===== src/rtl/axis_spi_cmd_decoder_pkg.sv =====
// Shared definitions for the SPI command frame decoder: opcodes, FSM state encoding
// and sticky error bit positions.
package spi_cmd_pkg;

    localparam logic [7:0] CMD_WR = 8'h01;
    localparam logic [7:0] CMD_RD = 8'h02;

    typedef enum logic [3:0] {
        ST_IDLE,
        ST_ADDR,
        ST_LEN,
        ST_WDATA,
        ST_WXSUM,
        ST_RREQ,
        ST_RWAIT,
        ST_RSEND,
        ST_RXSUM
    } state_e;

    localparam int ERR_BAD_CMD = 0;
    localparam int ERR_BAD_LEN = 1;
    localparam int ERR_TIMEOUT = 2;

    // States where the host is expected to keep clocking bytes in.
    function automatic logic timed_state(input state_e s);
        return s inside {ST_ADDR, ST_LEN, ST_WDATA, ST_WXSUM};
    endfunction

endpackage


===== src/rtl/axis_spi_cmd_decoder_if.sv =====
// Byte-wide AXI-Stream link between the SPI bridge and the command decoder.
interface axis_spi_cmd_decoder_if;
    logic [7:0] tdata;
    logic       tvalid;
    logic       tready;
    logic       tlast;

    modport master (output tdata, output tvalid, output tlast, input tready);
    modport slave  (input tdata, input tvalid, output tready);
endinterface


===== src/rtl/axis_spi_cmd_decoder_spi_idle_timer.sv =====
// Saturating idle counter: expire pulses on the TIMEOUT_CYCLES-th consecutive
// uncleared clock.
module spi_idle_timer #(
    parameter int TIMEOUT_CYCLES = 100000,
    parameter int CNT_W          = 17
) (
    input  logic clk,
    input  logic rst_n,
    input  logic clr,
    output logic expire
);
    localparam logic [CNT_W-1:0] LIMIT = CNT_W'(TIMEOUT_CYCLES - 1);

    logic [CNT_W-1:0] cnt_q, cnt_d;

    always_comb begin
        cnt_d = cnt_q;
        if (clr) begin
            cnt_d = '0;
        end else if (cnt_q != LIMIT) begin
            cnt_d = cnt_q + 1'b1;
        end
    end

    assign expire = !clr && (cnt_q == LIMIT);

    always_ff @(posedge clk) begin
        if (!rst_n) begin
            cnt_q <= '0;
        end else begin
            cnt_q <= cnt_d;
        end
    end
endmodule


===== src/rtl/axis_spi_cmd_decoder.sv =====
// Decodes [CMD][ADDR][LEN][data...] frames from the SPI bridge into register-bus
// writes/reads. Define SPI_CMD_XSUM_EN to append and check an XOR frame checksum.
module axis_spi_cmd_decoder
    import spi_cmd_pkg::*;
#(
    parameter int TIMEOUT_CYCLES = 100000,
    parameter int CNT_W          = 17
) (
    input  logic                          axis_aclk,
    input  logic                          axis_aresetn,
    axis_spi_cmd_decoder_if.slave         s_axis,
    axis_spi_cmd_decoder_if.master        m_axis,
    output logic [7:0]                    reg_addr,
    output logic [7:0]                    reg_wdata,
    output logic                          reg_we,
    output logic                          reg_re,
    input  logic [7:0]                    reg_rdata,
    output logic                          busy,
    output logic [2:0]                    err
);
`ifdef SPI_CMD_XSUM_EN
    localparam state_e WR_END  = ST_WXSUM;
    localparam state_e RD_END  = ST_RXSUM;
    localparam bit     XSUM_EN = 1'b1;
`else
    localparam state_e WR_END  = ST_IDLE;
    localparam state_e RD_END  = ST_IDLE;
    localparam bit     XSUM_EN = 1'b0;
`endif

    state_e     state_q, state_d;
    logic [7:0] addr_q, addr_d;
    logic [7:0] len_q, len_d;
    logic [7:0] data_q, data_d;
    logic       is_rd_q, is_rd_d;
    logic [2:0] err_q, err_d;
    logic [7:0] xsum_val;
    logic       rx_ready, rx_fire, tx_valid, tx_fire, tmo_expire;

    assign rx_ready      = !(state_q inside {ST_RREQ, ST_RWAIT});
    assign s_axis.tready = rx_ready;
    assign rx_fire       = s_axis.tvalid && rx_ready;
    assign tx_valid      = state_q inside {ST_RSEND, ST_RXSUM};
    assign tx_fire       = tx_valid && m_axis.tready;

    spi_idle_timer #(
        .TIMEOUT_CYCLES (TIMEOUT_CYCLES),
        .CNT_W          (CNT_W)
    ) u_idle_timer (
        .clk    (axis_aclk),
        .rst_n  (axis_aresetn),
        .clr    (rx_fire || tx_fire || !timed_state(state_q)),
        .expire (tmo_expire)
    );

`ifdef SPI_CMD_XSUM_EN
    logic [7:0] xsum_q, xsum_d;

    // Running XOR over CMD, ADDR, LEN and every data byte in either direction.
    always_comb begin
        xsum_d = xsum_q;
        if (rx_fire && state_q == ST_IDLE) begin
            xsum_d = s_axis.tdata;
        end else if (rx_fire && state_q inside {ST_ADDR, ST_LEN, ST_WDATA}) begin
            xsum_d = xsum_q ^ s_axis.tdata;
        end else if (state_q == ST_RWAIT) begin
            xsum_d = xsum_q ^ reg_rdata;
        end
    end

    always_ff @(posedge axis_aclk) begin
        if (!axis_aresetn) begin
            xsum_q <= '0;
        end else begin
            xsum_q <= xsum_d;
        end
    end

    assign xsum_val = xsum_q;
`else
    assign xsum_val = 8'h00;
`endif

    always_ff @(posedge axis_aclk) begin
        if (!axis_aresetn) begin
            state_q <= ST_IDLE;
            addr_q  <= '0;
            len_q   <= '0;
            data_q  <= '0;
            is_rd_q <= 1'b0;
            err_q   <= '0;
        end else begin
            state_q <= state_d;
            addr_q  <= addr_d;
            len_q   <= len_d;
            data_q  <= data_d;
            is_rd_q <= is_rd_d;
            err_q   <= err_d;
        end
    end

    always_comb begin
        state_d = state_q;
        addr_d  = addr_q;
        len_d   = len_q;
        data_d  = data_q;
        is_rd_d = is_rd_q;
        err_d   = err_q;
        unique case (state_q)
            ST_IDLE: if (rx_fire) begin
                if (s_axis.tdata == CMD_WR || s_axis.tdata == CMD_RD) begin
                    is_rd_d = (s_axis.tdata == CMD_RD);
                    state_d = ST_ADDR;
                end else begin
                    err_d[ERR_BAD_CMD] = 1'b1;
                end
            end
            ST_ADDR: if (rx_fire) begin
                addr_d  = s_axis.tdata;
                state_d = ST_LEN;
            end
            ST_LEN: if (rx_fire) begin
                if (s_axis.tdata == 8'h00) begin
                    err_d[ERR_BAD_LEN] = 1'b1;
                    state_d            = ST_IDLE;
                end else begin
                    len_d   = s_axis.tdata;
                    state_d = is_rd_q ? ST_RREQ : ST_WDATA;
                end
            end
            ST_WDATA: if (rx_fire) begin
                addr_d  = addr_q + 8'd1;
                len_d   = len_q - 8'd1;
                state_d = (len_q == 8'd1) ? WR_END : ST_WDATA;
            end
            ST_WXSUM: if (rx_fire) begin
                if (s_axis.tdata != xsum_val) err_d[ERR_BAD_LEN] = 1'b1;
                state_d = ST_IDLE;
            end
            ST_RREQ:  state_d = ST_RWAIT;
            ST_RWAIT: begin
                data_d  = reg_rdata;
                state_d = ST_RSEND;
            end
            ST_RSEND: if (tx_fire) begin
                addr_d  = addr_q + 8'd1;
                len_d   = len_q - 8'd1;
                state_d = (len_q == 8'd1) ? RD_END : ST_RREQ;
            end
            ST_RXSUM: if (tx_fire) state_d = ST_IDLE;
            default:  state_d = ST_IDLE;
        endcase
        if (tmo_expire) begin
            err_d[ERR_TIMEOUT] = 1'b1;
            state_d            = ST_IDLE;
        end
    end

    // Register strobes are combinational so a write lands in the same clock as its byte.
    always_comb begin
        m_axis.tvalid = tx_valid;
        m_axis.tdata  = 8'h00;
        m_axis.tlast  = 1'b0;
        reg_we        = 1'b0;
        reg_re        = 1'b0;
        reg_wdata     = 8'h00;
        reg_addr      = addr_q;
        busy          = (state_q != ST_IDLE);
        err           = err_q;
        unique case (state_q)
            ST_WDATA: begin
                reg_we    = rx_fire;
                reg_wdata = rx_fire ? s_axis.tdata : 8'h00;
            end
            ST_RREQ:  reg_re = 1'b1;
            ST_RSEND: begin
                m_axis.tdata = data_q;
                m_axis.tlast = (len_q == 8'd1) && !XSUM_EN;
            end
            ST_RXSUM: begin
                m_axis.tdata = xsum_val;
                m_axis.tlast = 1'b1;
            end
            default: ;
        endcase
    end
endmodule


===== src/flat_wrapper.sv =====
// flat-port wrapper written by rule: the top's interface ports become plain ports
module axis_spi_cmd_decoder_flat import spi_cmd_pkg::*;
#(
    parameter int TIMEOUT_CYCLES = 100000,
    parameter int CNT_W          = 17
)
  (axis_aclk, axis_aresetn, reg_addr, reg_wdata, reg_we, reg_re, reg_rdata, busy, err, s_axis_tdata, s_axis_tvalid, s_axis_tready, m_axis_tdata, m_axis_tvalid, m_axis_tlast, m_axis_tready);
  axis_spi_cmd_decoder_if s_axis_i ();
  axis_spi_cmd_decoder_if m_axis_i ();
  input  logic axis_aclk;
  input  logic axis_aresetn;
  output logic [7:0] reg_addr;
  output logic [7:0] reg_wdata;
  output logic reg_we;
  output logic reg_re;
  input  logic [7:0] reg_rdata;
  output logic busy;
  output logic [2:0] err;
  input wire logic [$bits(s_axis_i.tdata)-1:0] s_axis_tdata;
  input wire logic [$bits(s_axis_i.tvalid)-1:0] s_axis_tvalid;
  output wire logic [$bits(s_axis_i.tready)-1:0] s_axis_tready;
  output wire logic [$bits(m_axis_i.tdata)-1:0] m_axis_tdata;
  output wire logic [$bits(m_axis_i.tvalid)-1:0] m_axis_tvalid;
  output wire logic [$bits(m_axis_i.tlast)-1:0] m_axis_tlast;
  input wire logic [$bits(m_axis_i.tready)-1:0] m_axis_tready;
  assign s_axis_i.tdata = s_axis_tdata;
  assign s_axis_i.tvalid = s_axis_tvalid;
  assign s_axis_tready = s_axis_i.tready;
  assign m_axis_tdata = m_axis_i.tdata;
  assign m_axis_tvalid = m_axis_i.tvalid;
  assign m_axis_tlast = m_axis_i.tlast;
  assign m_axis_i.tready = m_axis_tready;
  axis_spi_cmd_decoder #(.TIMEOUT_CYCLES(TIMEOUT_CYCLES), .CNT_W(CNT_W)) u_core (.axis_aclk(axis_aclk), .axis_aresetn(axis_aresetn), .s_axis(s_axis_i), .m_axis(m_axis_i), .reg_addr(reg_addr), .reg_wdata(reg_wdata), .reg_we(reg_we), .reg_re(reg_re), .reg_rdata(reg_rdata), .busy(busy), .err(err));
endmodule

===== config.mk =====
export PLATFORM = sky130hd
export DESIGN_NAME = axis_spi_cmd_decoder_flat
export DESIGN_NICKNAME = d
export VERILOG_FILES = /design/src/rtl/axis_spi_cmd_decoder_pkg.sv /design/src/rtl/axis_spi_cmd_decoder_if.sv /design/src/rtl/axis_spi_cmd_decoder_spi_idle_timer.sv /design/src/rtl/axis_spi_cmd_decoder.sv /design/src/flat_wrapper.sv
export SDC_FILE = /design/constraint.sdc
export NUM_CORES = 1
export LEC_CHECK = 0
export BUFFER_PORTS_ARGS = -buffer_cell sky130_fd_sc_hd__buf_2
export CORE_ASPECT_RATIO = 2
export CORE_UTILIZATION = 50
export DETAILED_ROUTE_END_ITERATION = 8
export PLACE_DENSITY_LB_ADDON = 0.2
export SLEW_MARGIN = 20
export SYNTH_ARGS = -nofsm -noshare
export SYNTH_HDL_FRONTEND = slang
export SYNTH_SLANG_ARGS = --single-unit

===== constraint.sdc =====
create_clock -name axis_aclk -period 1.9 [get_ports axis_aclk]
set_clock_uncertainty 0.15 [all_clocks]
set_input_delay 0.38 -clock axis_aclk [delete_from_list [all_inputs] [get_ports axis_aclk]]
set_output_delay 0.38 -clock axis_aclk [all_outputs]
set_load 0.05 [all_outputs]

Word-level counts from Yosys, hierarchy flattened
Index checks and enable logic that the tools add are counted.
{"block": "totals", "ff_bits": 49, "latchBits": 0, "ram_bits": 0, "rom_bits": 0, "inputBits": 20, "out_inout_bits": 33, "word_cells": 98, "mem_count": 0}
{"block": "op_classes", "add_sub_neg": 3, "multipliers": 0, "div": 0, "magnitude_cmp": 0, "eq_ne": 24, "shift": 0, "mux": 33, "bitwise": 2, "n_reduce_logical": 27}
{"cell": "$mux W8", "n": 10}
{"cell": "$pmux W8 S3", "n": 2}
{"cell": "$mux W4", "n": 9}
{"cell": "$pmux W4 S9", "n": 1}
{"cell": "$add A17 B1 Y17 const B", "n": 1}
{"cell": "$eq A17 B17 Y1 const B", "n": 1}
{"cell": "$ne A17 B17 Y1 const B", "n": 1}
{"cell": "$eq A4 B3 Y1 const B", "n": 4}
{"cell": "$eq A8 B1 Y1 const B", "n": 2}
{"cell": "$ne A2 B1 Y1 const B", "n": 8}
{"cell": "$reduce_and A5 Y1", "n": 2}
{"cell": "$add A8 B1 Y8 const B", "n": 1}
{"cell": "$eq A4 B2 Y1 const B", "n": 2}
{"cell": "$eq A8 B2 Y1 const B", "n": 1}
{"cell": "$logic_not A8 Y1", "n": 1}
{"cell": "$reduce_and A8 Y1", "n": 1}
{"cell": "$reduce_bool A4 Y1", "n": 2}
{"cell": "$reduce_bool A8 Y1", "n": 1}
{"cell": "$sub A8 B1 Y8 const B", "n": 1}
{"cell": "$mux W1", "n": 6}
{"cell": "$mux W3", "n": 2}
{"cell": "$ne A2 B2 Y1 const B", "n": 3}
{"cell": "$reduce_and A3 Y1", "n": 2}
{"cell": "$reduce_bool A2 Y1", "n": 3}
{"cell": "12 further kinds", "n": 22}

Logic depth before layout (Yosys ltp)
Gate-level depths: netlist (run 1).
{"block": "depth", "ltp_word": 9, "mapped_depth": 7, "depth_no_buf": 6}

Modules after synthesis
From an unflattened synthesis (run 1), not the netlist that was laid out.
{"block": "hier_totals", "cells_unflattened": 356, "hier_area_um2": 2802.7}
{"module": "axis_spi_cmd_decoder", "n_inst": 1, "cells_each": 255, "area_each_um2": 1936.9}
{"module": "spi_idle_timer", "n_inst": 1, "cells_each": 101, "area_each_um2": 865.8}

Least setup slack after synthesis (run 1)
Ideal clock, no wire load.
{"block": "synth_timing", "path_type": "reg-to-output", "startpoint": "reg u_core.state_q[0]", "endpoint": "out reg_wdata[0]", "arrival_time_ns": 1.855, "path_slack_ns": -0.485, "stages_incl_launch_ff": 4, "n_path_buf": 1, "path_cell_list": "dfxtp_1 > nand2_1 > clkbuf_1 > nor3_1"}
{"block": "synth_via", "elab_chain_cells": 6, "word_cells_on_any_way": 8, "cone_classes": "eq/ne: 3; mux: 2; reduce/logical: 3"}
{"item": "start: declaration", "line_no": "axis_spi_cmd_decoder.sv:31", "rtl": "state_e state_q, state_d;"}
{"item": "start signal: assignment", "line_no": "axis_spi_cmd_decoder.sv:93", "rtl": "state_q <= state_d;"}
{"item": "$eq A4 B3 Y1", "line_no": "axis_spi_cmd_decoder.sv:40", "rtl": "assign rx_ready = !(state_q inside {ST_RREQ, ST_RWAIT});"}
{"item": "$reduce_bool A2 Y1", "line_no": "axis_spi_cmd_decoder.sv:40"}
{"item": "$logic_not A1 Y1", "line_no": "axis_spi_cmd_decoder.sv:40"}
{"item": "$logic_and A1 B1 Y1", "line_no": "axis_spi_cmd_decoder.sv:42", "rtl": "assign rx_fire = s_axis.tvalid && rx_ready;"}
{"item": "$mux W8", "line_no": "axis_spi_cmd_decoder.sv:173", "rtl": "reg_wdata = rx_fire ? s_axis.tdata : 8'h00;"}
{"item": "$mux W8 (*)", "line_no": "axis_spi_cmd_decoder.sv:170", "rtl": "unique case (state_q)"}
{"item": "end: declaration", "line_no": "flat_wrapper.sv:13", "rtl": "output logic [7:0] reg_wdata;"}
Mark *: on every way between the ends. The rest lies on a longest branch, timed or not.

Worst setup path in the final report (run 1)
{"block": "layout_timing", "startpoint": "reg u_core.len_q[1]", "endpoint": "out m_axis_tlast"}
{"block": "layout_via", "elab_chain_cells": 2}
{"item": "start: declaration", "line_no": "axis_spi_cmd_decoder.sv:33", "rtl": "logic [7:0] len_q, len_d;"}
{"item": "start signal: assignment", "line_no": "axis_spi_cmd_decoder.sv:95", "rtl": "len_q <= len_d;"}
{"item": "$eq A8 B1 Y1", "line_no": "axis_spi_cmd_decoder.sv:178", "rtl": "m_axis.tlast = (len_q == 8'd1) && !XSUM_EN;"}
{"item": "$pmux W1 S2", "line_no": "axis_spi_cmd_decoder.sv:170"}
{"item": "end: declaration", "line_no": "flat_wrapper.sv:24", "rtl": "output wire logic [$bits(m_axis_i.tlast)-1:0] m_axis_tlast;"}
No other way between the ends.

==> results.json, run 1 <==
{
  "crit_arrival_ns": 1.38,
  "finalPower_mw": 1.799,
  "ant_nets": 0,
  "n_antenna_cell": 0,
  "violations": "setup timing",
  "htree_levels": 2,
  "r2r_cells": 6,
  "cts.clk_slew.worst_paths_ns": 0.09,
  "grt_use_total": 0.2805,
  "grt_first_pass_wirelength_mm": 13.61,
  "cts-root-buf": "clkbuf_8",
  "rsz0062_at_grt": "yes",
  "cts_tree": "yes",
  "cts_buffer_depth": 2,
  "hold_path_end": "u_core.data_q[7]$_SDFFE_PN0P_",
  "final-max-slew-violation-count": 0,
  "dieArea_mm2": 0.006122,
  "grt_pass1_vias": 3043,
  "cts_made_buffers": 5,
  "ys_seq_elements": 48,
  "viasPerCell": 6.172,
  "timing.final.crit_share": 1.004,
  "synthCells": 346,
  "r2r_end": "u_core.state_q[1]$_SDFFE_PP0P_",
  "wl_mm": 8.762,
  "grt_max_degree": 23,
  "outcome": "finished, violations left",
  "synth-edff-count": 0,
  "drv_cap": 0,
  "ios": 53,
  "holdPathStages": 3,
  "end_kind": "primary output",
  "hold_class": "primary input to flop",
  "clock_sinks": 48,
  "slew_headroom": 0.5613,
  "reg2reg_setup_slack_ns": 0.06,
  "max_freq_mhz": 524.1,
  "fin_nets": 458,
  "ys.flop_type": "dfxtp_1",
  "hp-start": "reg_rdata[7]",
  "cp_data_required_time_ns": 1.37,
  "ys_seq_area_frac": 0.3316,
  "vias": 3055,
  "synthToLayoutAreaGrowth_pct": 32.43,
  "die_h_um": 109.7,
  "place_inst": 475,
  "final_util": 0.6958,
  "wire_per_inst_um": 17.70,
  "instances_no_fill": 495,
  "timing.rr.start": "u_core.state_q[1]$_SDFFE_PP0P_",
  "drt_iter0_drc": 158,
  "rows": 38,
  "setup_violations": 1,
  "drive_gt1_frac": 0.3816,
  "yosys_warnings": 0,
  "crit_fanout": 2,
  "drc": 0,
  "peakVddDrop_uv": 700.9,
  "synth_cell_types": 62,
  "gp_congestion": 0.8939,
  "globalRouteOverflowTotal": 0,
  "start_util": 0.5254,
  "powerDensity_mw_per_mm2": 468.8,
  "syn_area_per_cell_um2": 8.375,
  "port_buffers": 52,
  "tightestPinTransition_ns": 0.6414,
  "worst_slack_ns": -0.008137,
  "synth_area_mm2": 0.002898,
  "hpwl_mm": 5.969,
  "startpoint_type": "flop",
  "finalHoldViolCount": 0,
  "syn_nets": 370,
  "die_w_um": 55.83,
  "finalCriticalPeriod_ns": 1.908,
  "dr.pass1.iters": 4,
  "core-area_mm2": 0.005515,
  "p_leak_nw": 1.639,
  "clk-insertion-delay-late_ns": 0.31,
  "async_flop_share": 0,
  "critical_path_class": "flop to primary output",
  "antenna_found_initial": 0
}
-- worst max path at each step --
stage / startpoint / to / cells past startpoint
3_5_place_dp: s_axis_tdata[3] / u_core.state_q[1]$_SDFFE_PP0P_ / 5
2_1_floorplan: u_core.state_q[0]$_SDFFE_PP0P_ / reg_we / 3
4_1_cts: u_core.len_q[5]$_SDFFE_PN0P_ / m_axis_tlast / 3
3_3_place_gp: s_axis_tdata[3] / u_core.state_q[1]$_SDFFE_PP0P_ / 5
5_1_grt: u_core.len_q[1]$_SDFFE_PN0P_ / m_axis_tlast / 5
6_report: u_core.len_q[1]$_SDFFE_PN0P_ / m_axis_tlast / 5
-- stage by stage --
stage               hold WS [ns]  setup TNS (ns)  worst slack (ns)  cell area [µm²]
finish                    0.1503       -0.008137         -0.008137             3837
global route              0.1555         -0.1693          -0.07862             3837
CTS                       0.1447       -0.009023         -0.009023             3759
detailed placement        0.3151         -0.1783          -0.07210             3423
global placement          0.3020        -0.07001          -0.03363             3423
floorplan                 0.3037         -0.1254          -0.06741             2927
-- repair_timing --
action	4_1_cts	5_1_grt
cloned	0	2
hold buffers	0	0
pin swaps	3	4
gates resized for setup	67	10
setup endpoints to repair	22	22
endpoints found under the hold margin	0	0
buffers inserted	5	6
-- placed cells by master, fill, tap and decap left out, drive strengths merged, types with 8 or more instances in the layout --
cell type / count
nand4: 8
inv: 8
dfxtp: 48
and3: 23
nand3: 12
nor2: 32
a21oi: 35
o21ai: 18
buf: 101
nand2: 22
mux2i: 9
and2: 9
-- critical path: stages, from the launching register on --
cell,delay (ns)
dfxtp_2,0.33
inv_2,0.07
ha_4,0.12
nor3b_4,0.19
and3_4,0.22
buf_8,0.14
-- layout make-up --
cell class                 instances  area (µm²)
tap                               60       75.07
inverter                           9       37.54
sequential                        48       979.7
clock buffer                       6       82.58
clock inverter                     2       10.01
multi-input combinational        268        1873
timing repair buffer             102       779.5
fill                             444        1678
-- synthesized netlist by cell type, types with 3 or more instances --
cell type / count / area (µm²)
nor2_1: 32 / 120.1
buf_4: 4 / 30.03
mux2i_1: 9 / 90.09
and2_1: 6 / 37.54
nor2b_1: 4 / 25.02
nand2b_1: 4 / 25.02
and3_1: 22 / 137.6
o21ai_0: 13 / 65.06
buf_6: 4 / 45.04
ha_1: 4 / 50.05
o21ai_1: 3 / 15.01
a31oi_1: 3 / 18.77
a21oi_1: 35 / 175.2
inv_1: 9 / 33.78
and4_1: 5 / 43.79
nor3b_1: 3 / 22.52
a211oi_1: 4 / 30.03
xor2_1: 7 / 61.31
nand3_1: 12 / 60.06
clkbuf_1: 9 / 33.78
buf_2: 6 / 30.03
nand2_1: 22 / 82.58
o21a_1: 5 / 37.54
or4_1: 4 / 30.03
nand4_1: 7 / 43.79
nor3_1: 7 / 35.03
o211ai_1: 3 / 22.52
dfxtp_1: 48 / 960.9
o32ai_2: 6 / 97.59
or3_1: 5 / 31.28
-- logic make-up (layout without fill, tap and decap cells) --
family	count (synthesis)	after routing	share of synthesized area
mux	9	9	0.03109
fa+ha+maj	4	4	0.01727
buf+inv	32	119	0.05958
flops	48	48	0.3316
simple gates	150	152	0.3010
xor+xnor	9	9	0.02720
compound gates	94	94	0.2323
-- flip-flops by register name, summed over array words and instances (netlist names) --
signal and count:
u_core.len_q 8, u_core.err 3, u_core.is_rd_q 1, u_core.data_q 8, u_core.state_q 3, u_core.reg_addr 8
u_core.u_idle_timer.cnt_q 17
-- power by group --
| part | internal (mW) | switching [mW] |
|---|---|---|
| clock network | 0.291 | 0.347 |
| logic | 0.0622 | 0.0923 |
| registers | 1.00 | 0.00289 |
| total | 1.36 | 0.442 |
-- routing by layer --
metal  GRT usage  vias to the layer above  wire [µm]
li1            -                     1462          -
met1      0.2599                     1468       3190
met2      0.5688                       99       4930
met3     0.04941                       26        317
met4      0.1429                        0        324
met5           0                        -          0
No activity file was read; power rests on OpenSTA's default activity.
==> run 2, diff against run 1 <==
CELL_PAD_IN_SITES_DETAIL_PLACEMENT = 1   (was unset)
CELL_PAD_IN_SITES_GLOBAL_PLACEMENT = 2   (was unset)
CORE_UTILIZATION = 30   (was 50)
==> results.json, run 2 (synthesized netlist as in run 1, its figures left out) <==
{
  "powerDensity_mw_per_mm2": 541.8,
  "crit_arrival_ns": 1.38,
  "die_w_um": 71.50,
  "die_h_um": 141.0,
  "grt_pass1_vias": 3165,
  "ios": 53,
  "peakVddDrop_uv": 368.7,
  "cp-startpoint": "u_core.state_q[0]$_SDFFE_PP0P_",
  "dr.pass1.iters": 4,
  "finalHoldViolCount": 0,
  "drc": 0,
  "core-area_mm2": 0.009384,
  "dpl_cell_area_mm2": 0.003546,
  "gp_congestion": 0.8307,
  "cts.clk_slew.worst_paths_ns": 0.07,
  "viasPerCell": 5.625,
  "max_freq_mhz": 524.8,
  "final_util": 0.4420,
  "ctsHoldBuffers": 0,
  "tightestPinTransition_ns": 0.4497,
  "final-max-slew-violation-count": 0,
  "timing.rr.start": "u_core.state_q[2]$_SDFFE_PP0P_",
  "timing.final.crit_share": 1.003,
  "antenna_found_initial": 1,
  "sequentialPowerShare": 0.447,
  "crit_fanout": 7,
  "start_util": 0.3088,
  "cts-root-buf": "clkbuf_16",
  "comb_power_share": 0.068,
  "finalCriticalPeriod_ns": 1.906,
  "rsz0062_at_grt": "yes",
  "switchingPower_uw": 525.9,
  "vias": 3043,
  "fin_nets": 459,
  "wl_mm": 10.04,
  "grt_first_pass_wirelength_mm": 16.17,
  "hp-start": "reg_rdata[2]",
  "nFillCells": 1107,
  "wire_per_inst_um": 18.55,
  "clock_sinks": 48,
  "drv_cap": 0,
  "largest_reg_flops": 17,
  "hold_slack_ns": 0.1639,
  "port_buffers": 52,
  "cts_buffer_depth": 2,
  "rows": 50,
  "drive_gt1_frac": 0.3922,
  "startpoint_type": "flop",
  "cts_made_buffers": 5,
  "critical_path_class": "flop to primary output",
  "p_leak_nw": 1.712,
  "synthToLayoutAreaGrowth_pct": 43.13,
  "outcome": "finished, violations left",
  "globalRouteOverflowTotal": 0,
  "power_frac_clock": 0.485,
  "final_common_cell": "buf_4",
  "violations": "setup timing",
  "hpwl_mm": 7.432,
  "worst_slack_ns": -0.005593,
  "end_kind": "primary output",
  "internal_power_mw": 1.721,
  "drt_iter0_drc": 68,
  "swShare": 0.2340,
  "final_cell_mix": "buf_4 (48), dfxtp_1 (41), a21oi_1 (35), nor2_1 (32), buf_2 (31)",
  "ant_nets": 0,
  "grt_use_total": 0.2074,
  "cts_tree": "yes",
  "regMostFlops": "u_core.u_idle_timer.cnt_q",
  "dieArea_mm2": 0.01008,
  "cp_data_required_time_ns": 1.37,
  "hold_class": "primary input to flop",
  "htree_levels": 2,
  "grt_max_degree": 23,
  "slew_headroom": 0.6961,
  "setup_violations": 5,
  "final_area_mm2": 0.004148,
  "clk-insertion-delay-late_ns": 0.30
}
## run 2: cell count changes in the layout (fill, tap and decap cells not counted), moves of 2 or more
cell	previous run	this run
and3_4	2	12
buf_8	5	15
buf_6	15	7
and3_2	9	2
clkbuf_16	0	6
clkbuf_8	6	1
and3_1	12	9
buf_12	0	3
dfxtp_2	6	3
buf_4	50	48
clkinv_2	2	0
dfxtp_1	39	41
## run 2: what timing repair did
item / CTS / global route
hold endpoints to repair: 0 / 0
pin swaps: 4 / 8
gates resized for setup: 70 / 31
endpoints found under the setup margin: 23 / 22
setup buffers: 4 / 4
cloned: 0 / 1
## run 2: final timing paths
| kind | cells past startpoint | slack [ns] | end |
|---|---|---|---|
| worst max-delay path | 4 | -0.006 | m_axis_tdata[6] |
| worst min-delay path | 3 | 0.16 | u_core.data_q[2]$_SDFFE_PN0P_ |
| worst max register to register | 5 | 0.08 | u_core.len_q[1]$_SDFFE_PN0P_ |
| worst min register to register | 1 | 0.31 | u_core.err[2]$_SDFFE_PN0P_ |
## run 2: power by group through the flow
stage | registers, mW | logic (mW) | clock network (mW)
5_1_grt | 1.01 | 0.163 | 1.16
2_1_floorplan | 1.04 | 0.0627 | 0
3_5_place_dp | 1.03 | 0.144 | 0
3_3_place_gp | 1.03 | 0.143 | 0
6_report | 1.01 | 0.153 | 1.09
4_1_cts | 1.01 | 0.151 | 1.11
## run 2: area by class of cell
type / count / area, µm² / share of cell area
Timing Repair Buffer: 105 / 904.6 / 0.2181
Clock buffer: 6 / 138.9 / 0.03348
Inverter: 9 / 37.54 / 0.009050
Tap cell: 104 / 130.1 / 0.03137
Multi-Input combinational cell: 266 / 1916 / 0.4618
Sequential cell: 48 / 979.7 / 0.2362
Antenna cell: 1 / 2.502 / 0.0006033
Clock inverter: 2 / 38.79 / 0.009351
## run 2: through the flow
step / worst slack, ns / cells / setup TNS, ns / total power [mW]
final: -0.005593 / 541 / -0.01513 / 2.247
after global routing: -0.04639 / 541 / -0.4476 / 2.327
after CTS: -0.01547 / 535 / -0.03485 / 2.266
after detailed placement: -0.09165 / 523 / -0.3420 / 1.178
after global placement: -0.05739 / 523 / -0.1474 / 1.177
after floorplan: -0.06741 / 346 / -0.1254 / 1.104
## run 2: layer usage
metal / routed length [µm] / vias up / share of wire / global-route usage
met5: 0 / - / 0 / 0
met4: 256 / 0 / 0.026 / 0.08153
met3: 239 / 16 / 0.024 / 0.03074
met2: 5871 / 56 / 0.58 / 0.4221
met1: 3669 / 1516 / 0.37 / 0.1987
li1: - / 1455 / - / -
## run 2: critical path, cell delays in order, from the launching register on
cell,delay [ns]
dfxtp_4,0.40
and2_4,0.20
clkbuf_16,0.15
and3_4,0.19
buf_8,0.14
